<file path="src/rtl/riscv_sim_ctrl.sv">
// ============================================================================
//  Module      : riscv_sim_ctrl
//  Description : Run controller for riscv_top. Staggers per-domain core resets,
//                counts RUN cycles, detects tohost exit stores, and runs a
//                watchdog that ends the run if the program never exits.
//  Revision    : 1.0  initial release
// ============================================================================
`default_nettype none

module riscv_sim_ctrl #(
    parameter int                ADDR_W         = 32,
    parameter int                DATA_W         = 32,
    parameter int                CNT_W          = 32,
    parameter int                N_RST          = 2,
    parameter int                RESET_CYCLES   = 2,
    parameter int                STAGGER        = 1,
    parameter int                TIMEOUT_CYCLES = 50,
    parameter logic [ADDR_W-1:0] TOHOST_ADDR    = ADDR_W'(32'h0000_0FFC)
) (
    input  logic              clk,
    input  logic              reset,
    input  logic              mem_we,
    input  logic [ADDR_W-1:0] mem_addr,
    input  logic [DATA_W-1:0] mem_wdata,
    output logic [N_RST-1:0]  core_reset,
    output logic              running,
    output logic              done,
    output logic              pass,
    output logic              timeout,
    output logic [DATA_W-2:0] exit_code,
    output logic [CNT_W-1:0]  cycle_count
);

    // Hold-counter value at which the last core domain is released.
    localparam int          c_last_rel = RESET_CYCLES - 1 + (N_RST - 1) * STAGGER;
    localparam int          c_hold_w   = $clog2(c_last_rel + 2);
    localparam bit          c_wd_en    = (TIMEOUT_CYCLES != 0);
    localparam logic [63:0] c_wd_last  = 64'(TIMEOUT_CYCLES) - 64'd1;

    typedef enum logic [1:0] {
        ST_HOLD = 2'd0,
        ST_RUN  = 2'd1,
        ST_DONE = 2'd2
    } state_t;

    state_t              r_state;
    state_t              w_state_nxt;
    logic [c_hold_w-1:0] r_hold;
    logic [N_RST-1:0]    r_core_reset;
    logic [N_RST-1:0]    w_rel_due;
    logic                r_running;
    logic                r_done;
    logic                r_pass;
    logic                r_timeout;
    logic [DATA_W-2:0]   r_exit_code;
    logic [CNT_W-1:0]    r_cycle_count;
    logic                w_exit;
    logic                w_wdog;
    logic                w_hold_end;

    generate
        for (genvar gi = 0; gi < N_RST; gi++) begin : g_core_rst
            localparam int c_rel = RESET_CYCLES - 1 + gi * STAGGER;
            assign w_rel_due[gi] = (r_hold >= c_hold_w'(c_rel));
        end
    endgenerate

    assign w_hold_end = (r_hold >= c_hold_w'(c_last_rel));

    // Stores with bit 0 clear are console/poll traffic and never end the run.
    assign w_exit = (r_state == ST_RUN) && mem_we && (mem_addr == TOHOST_ADDR) && mem_wdata[0];
    assign w_wdog = c_wd_en && (r_state == ST_RUN) && (64'(r_cycle_count) == c_wd_last);

    always_ff @(posedge clk) begin
        if (reset) begin
            r_state <= ST_HOLD;
        end else begin
            r_state <= w_state_nxt;
        end
    end

    always_comb begin
        w_state_nxt = r_state;
        case (r_state)
            ST_HOLD: if (w_hold_end)       w_state_nxt = ST_RUN;
            ST_RUN:  if (w_exit || w_wdog) w_state_nxt = ST_DONE;
            ST_DONE: w_state_nxt = ST_DONE;
            default: w_state_nxt = ST_HOLD;
        endcase
    end

    always_ff @(posedge clk) begin
        if (reset) begin
            r_hold        <= '0;
            r_core_reset  <= '1;
            r_running     <= 1'b0;
            r_done        <= 1'b0;
            r_pass        <= 1'b0;
            r_timeout     <= 1'b0;
            r_exit_code   <= '0;
            r_cycle_count <= '0;
        end else begin
            r_running <= (w_state_nxt == ST_RUN);
            if (r_state == ST_HOLD) begin
                r_hold       <= r_hold + c_hold_w'(1);
                r_core_reset <= r_core_reset & ~w_rel_due;
            end
            if (r_state == ST_RUN) begin
                if (!(&r_cycle_count)) begin
                    r_cycle_count <= r_cycle_count + CNT_W'(1);
                end
                // Exit store takes priority over a coincident watchdog expiry.
                if (w_exit) begin
                    r_done      <= 1'b1;
                    r_exit_code <= mem_wdata[DATA_W-1:1];
                    r_pass      <= ~|mem_wdata[DATA_W-1:1];
                    r_timeout   <= 1'b0;
                end else if (w_wdog) begin
                    r_done      <= 1'b1;
                    r_exit_code <= '0;
                    r_pass      <= 1'b0;
                    r_timeout   <= 1'b1;
                end
            end
        end
    end

    assign core_reset  = r_core_reset;
    assign running     = r_running;
    assign done        = r_done;
    assign pass        = r_pass;
    assign timeout     = r_timeout;
    assign exit_code   = r_exit_code;
    assign cycle_count = r_cycle_count;

endmodule

`default_nettype wire

</file>
<file path="config.mk">
export PLATFORM = sky130hd
export DESIGN_NAME = riscv_sim_ctrl
export DESIGN_NICKNAME = d
export VERILOG_FILES = /design/src/rtl/riscv_sim_ctrl.sv
export SDC_FILE = /design/constraint.sdc
export NUM_CORES = 1
export LEC_CHECK = 0
export ABC_AREA = 0
export CORE_ASPECT_RATIO = 0.5
export CORE_MARGIN = 3
export CORE_UTILIZATION = 41
export DETAILED_ROUTE_END_ITERATION = 10
export PLACE_DENSITY_LB_ADDON = 0.25
export SYNTH_ARGS = -nofsm -noshare
export SYNTH_HDL_FRONTEND = slang
export SYNTH_SLANG_ARGS = --single-unit
export TNS_END_PERCENT = 100
</file>
<file path="constraint.sdc">
create_clock -name clk -period 3.63 [get_ports clk]
set_input_delay 0.726 -clock clk [delete_from_list [all_inputs] [get_ports clk]]
set_output_delay 0.726 -clock clk [all_outputs]
set_load 0.02 [all_outputs]
</file>
==> impl_metrics.json <==
{
  "run_status": "finished, final reports clean",
  "postCtsHoldBufs": 0,
  "vdd_drop_max_uv": 228.9,
  "combPwrFrac": 0.151,
  "worstPathArrival_ps": 2890,
  "wire_per_inst_um": 15.95,
  "fin_ws_ps": 950.4,
  "switching_share": 0.2521,
  "tightest_slew_ps": 663.3,
  "cts_setup_buffers": 0,
  "synth_flop_cell": "dfxtp_1",
  "cts_buffers": 9,
  "dieArea_mm2": 0.009058,
  "num_rows": 22,
  "clock_path_buffers": 2,
  "cts_tree": "built",
  "drv_cap": 0,
  "maxSlewViolCount": 0,
  "dp_slack_ps": 673.7,
  "synth.avg_cell_area_um2": 9.298,
  "fillers": 616,
  "min_from": "core_reset[1]",
  "crit_path_max_incr_delay_ps": 660,
  "grt.overflow.total": 0,
  "synthArstFlopShare": 0,
  "period_minus_slack_ps": 2680,
  "initialDrtViolationCount": 243,
  "die_w_um": 131.6,
  "via_per_inst": 5.478,
  "relSlewSlack": 0.5545,
  "vias": 3243,
  "port_buffers": 135,
  "fp.dieH_um": 68.82,
  "synth-warning-count": 0,
  "holdWs_ps": 444.1,
  "min-delay-path-class": "flop to flop",
  "timing.rr.end": "cycle_count[3]",
  "gp_congestion": 0.7894,
  "synth_nets": 419,
  "slowest_stage": "nor4_4",
  "fp.coreArea_mm2": 0.007487,
  "synth_edf_count": 0,
  "grt_max_degree": 44,
  "drc": 0,
  "finalSetupViolCount": 0,
  "drtPass1Iterations": 4,
  "cts.repair.resized": 0,
  "wirelength_um": 9443,
  "setup_tns_ps": 0,
  "synth_area_mm2": 0.003236,
  "area_growth_pct": 53.25,
  "ctsHtreeMaxLevel": 3,
  "reg2reg_from": "cycle_count[25]",
  "p_per_area_mw_per_mm2": 412.1,
  "drive_above_1_share": 0.06198,
  "track_usage": 0.2021,
  "clk_pin_slew_ps": 60,
  "synth_cell_types": 47,
  "stdcell_count": 592,
  "grt_pass1_vias": 2877,
  "criticalPathCategory": "flop to flop",
  "worst_setup_path_start_kind": "flop",
  "dpl.cell_count": 577,
  "clock-root-buffer": "clkbuf_16",
  "yosysSeqAreaShare": 0.4517,
  "drtAntennaViolNets": 0,
  "clk_latency_ps": 330,
  "num_io_pins": 136,
  "start_util": 0.4322,
  "fin_crit_sh": 0.7382,
  "clkSinkCount": 73,
  "finalPower_mw": 2.043,
  "design.final.nets": 551,
  "synth_cells": 348,
  "required_ps": 3840,
  "cp_max_fo": 16,
  "power.internal_mw": 1.528,
  "grt_pass1_wl_um": 14620,
  "path_cells": "and4_1, nand4_1, nor4_4, buf_4, nor3_1, mux2_1",
  "reg2regPathDepth": 6,
  "hold_depth": 2,
  "rrSetupSlack_ps": 950,
  "fmax_ghz": 0.3732,
  "rsz0062_at_grt": "no",
  "p_seq_frac": 0.431,
  "antenna_found_initial": 0,
  "endpoint_kind": "flop",
  "power_frac_clock": 0.418,
  "diodes": 0,
  "p_switching_mw": 0.5151,
  "power.leakage_nw": 1.797,
  "ys_ff_latch": 73,
  "hold_viol_final": 0,
  "dp_hpwl_um": 6867,
  "min_to": "core_reset[1]",
  "fin_skew_ps": 6.056
}
-- how the worst max path moves through the flow --
stage	start	end	slack [ps]	depth (start not counted)
after global placement	mem_addr[24]	pass	710	7
after CTS	cycle_count[25]	cycle_count[3]	990	6
final	cycle_count[25]	cycle_count[3]	950	6
after floorplan	mem_addr[24]	exit_code[0]	1310	6
after detailed placement	mem_addr[12]	pass	670	7
after global routing	cycle_count[25]	cycle_count[3]	820	6
-- cell type report --
cell class | count | area [µm²] | share of cell area
Clock buffer | 9 | 225.2 | 0.04542
Clock inverter | 6 | 60.06 | 0.01211
Inverter | 8 | 30.03 | 0.006056
Multi-Input combinational cell | 249 | 1665 | 0.3359
Sequential cell | 73 | 1461 | 0.2947
Tap cell | 108 | 135.1 | 0.02725
Timing Repair Buffer | 139 | 1381 | 0.2786
-- layout by cell type (no fill, tap or decap), types with 15 or more instances in the layout --
cell type	Yosys	routed
a21oi_1	21	21
a22o_1	32	32
clkdlybuf4s50_1	0	135
dfxtp_1	73	73
nand2_1	15	15
nand3_1	18	18
nor2_1	18	18
nor4_1	19	19
o21ai_0	19	19
or3_1	17	17
-- routing by layer --
metal  vias up  routed length (µm)  global-route usage
met1      1527                4565              0.2783
met2       108                4174              0.3019
met4         0                 110             0.07592
met5         -                   0                   0
met3        13                 592             0.06014
li1       1595                   -                   -
-- cell usage after synthesis, drive strengths merged, types with 5 or more instances --
master	number	area [µm²]
dfxtp	73	1461
a22o	32	280.3
a21oi	21	105.1
nor4	20	131.4
nor2	19	73.82
o21ai	19	95.09
nand3	18	90.09
or3	17	106.4
nand2	15	56.30
buf	13	68.82
nand4	13	93.84
nor2b	9	56.30
inv	8	30.03
mux2	8	90.08
and3	6	37.54
and4	6	52.55
or4	6	48.80
clkbuf	5	18.77
-- power groups by stage --
| stage | logic, mW | registers, mW | clock network, mW |
|---|---|---|---|
| final | 0.308 | 0.880 | 0.855 |
| after global routing | 0.343 | 0.889 | 0.908 |
| after detailed placement | 0.309 | 0.897 | 0 |
| after global placement | 0.303 | 0.897 | 0 |
| after CTS | 0.310 | 0.880 | 0.871 |
| after floorplan | 0.128 | 0.918 | 0 |
-- state kept, by name (all words and copies together), names as in the netlist --
signal and count:
core_reset 2, done 1, r_hold 2, timeout 1, pass 1, exit_code 31
r_state 2, cycle_count 32, running 1
-- worst max-delay path: cells and delay by family (launching register included) --
kind | cells | cell delay, ps
buf+inv | 1 | 310
mux | 1 | 340
flops | 1 | 520
simple gates | 4 | 1390
-- kinds of logic (layout without fill, tap and decap cells) --
| family | Yosys count | after routing | synth area share |
|---|---|---|---|
| adder cells (fa/ha/maj) | 4 | 4 | 0.01547 |
| flip-flops | 73 | 73 | 0.4517 |
| buffers and inverters | 26 | 162 | 0.03635 |
| XOR/XNOR | 3 | 3 | 0.008122 |
| AO/OA/AOI/OAI | 86 | 86 | 0.1868 |
| multiplexers | 8 | 8 | 0.02784 |
| AND/OR/NAND/NOR | 148 | 148 | 0.2738 |
-- per-stage QoR --
stage                       util  instance area, µm²
after global placement    0.6242                4673
after global routing      0.6623                4959
final                     0.6623                4959
after CTS                 0.6623                4959
after floorplan                -                3236
after detailed placement  0.6242                4673
Power figures use the tool's default switching activity.
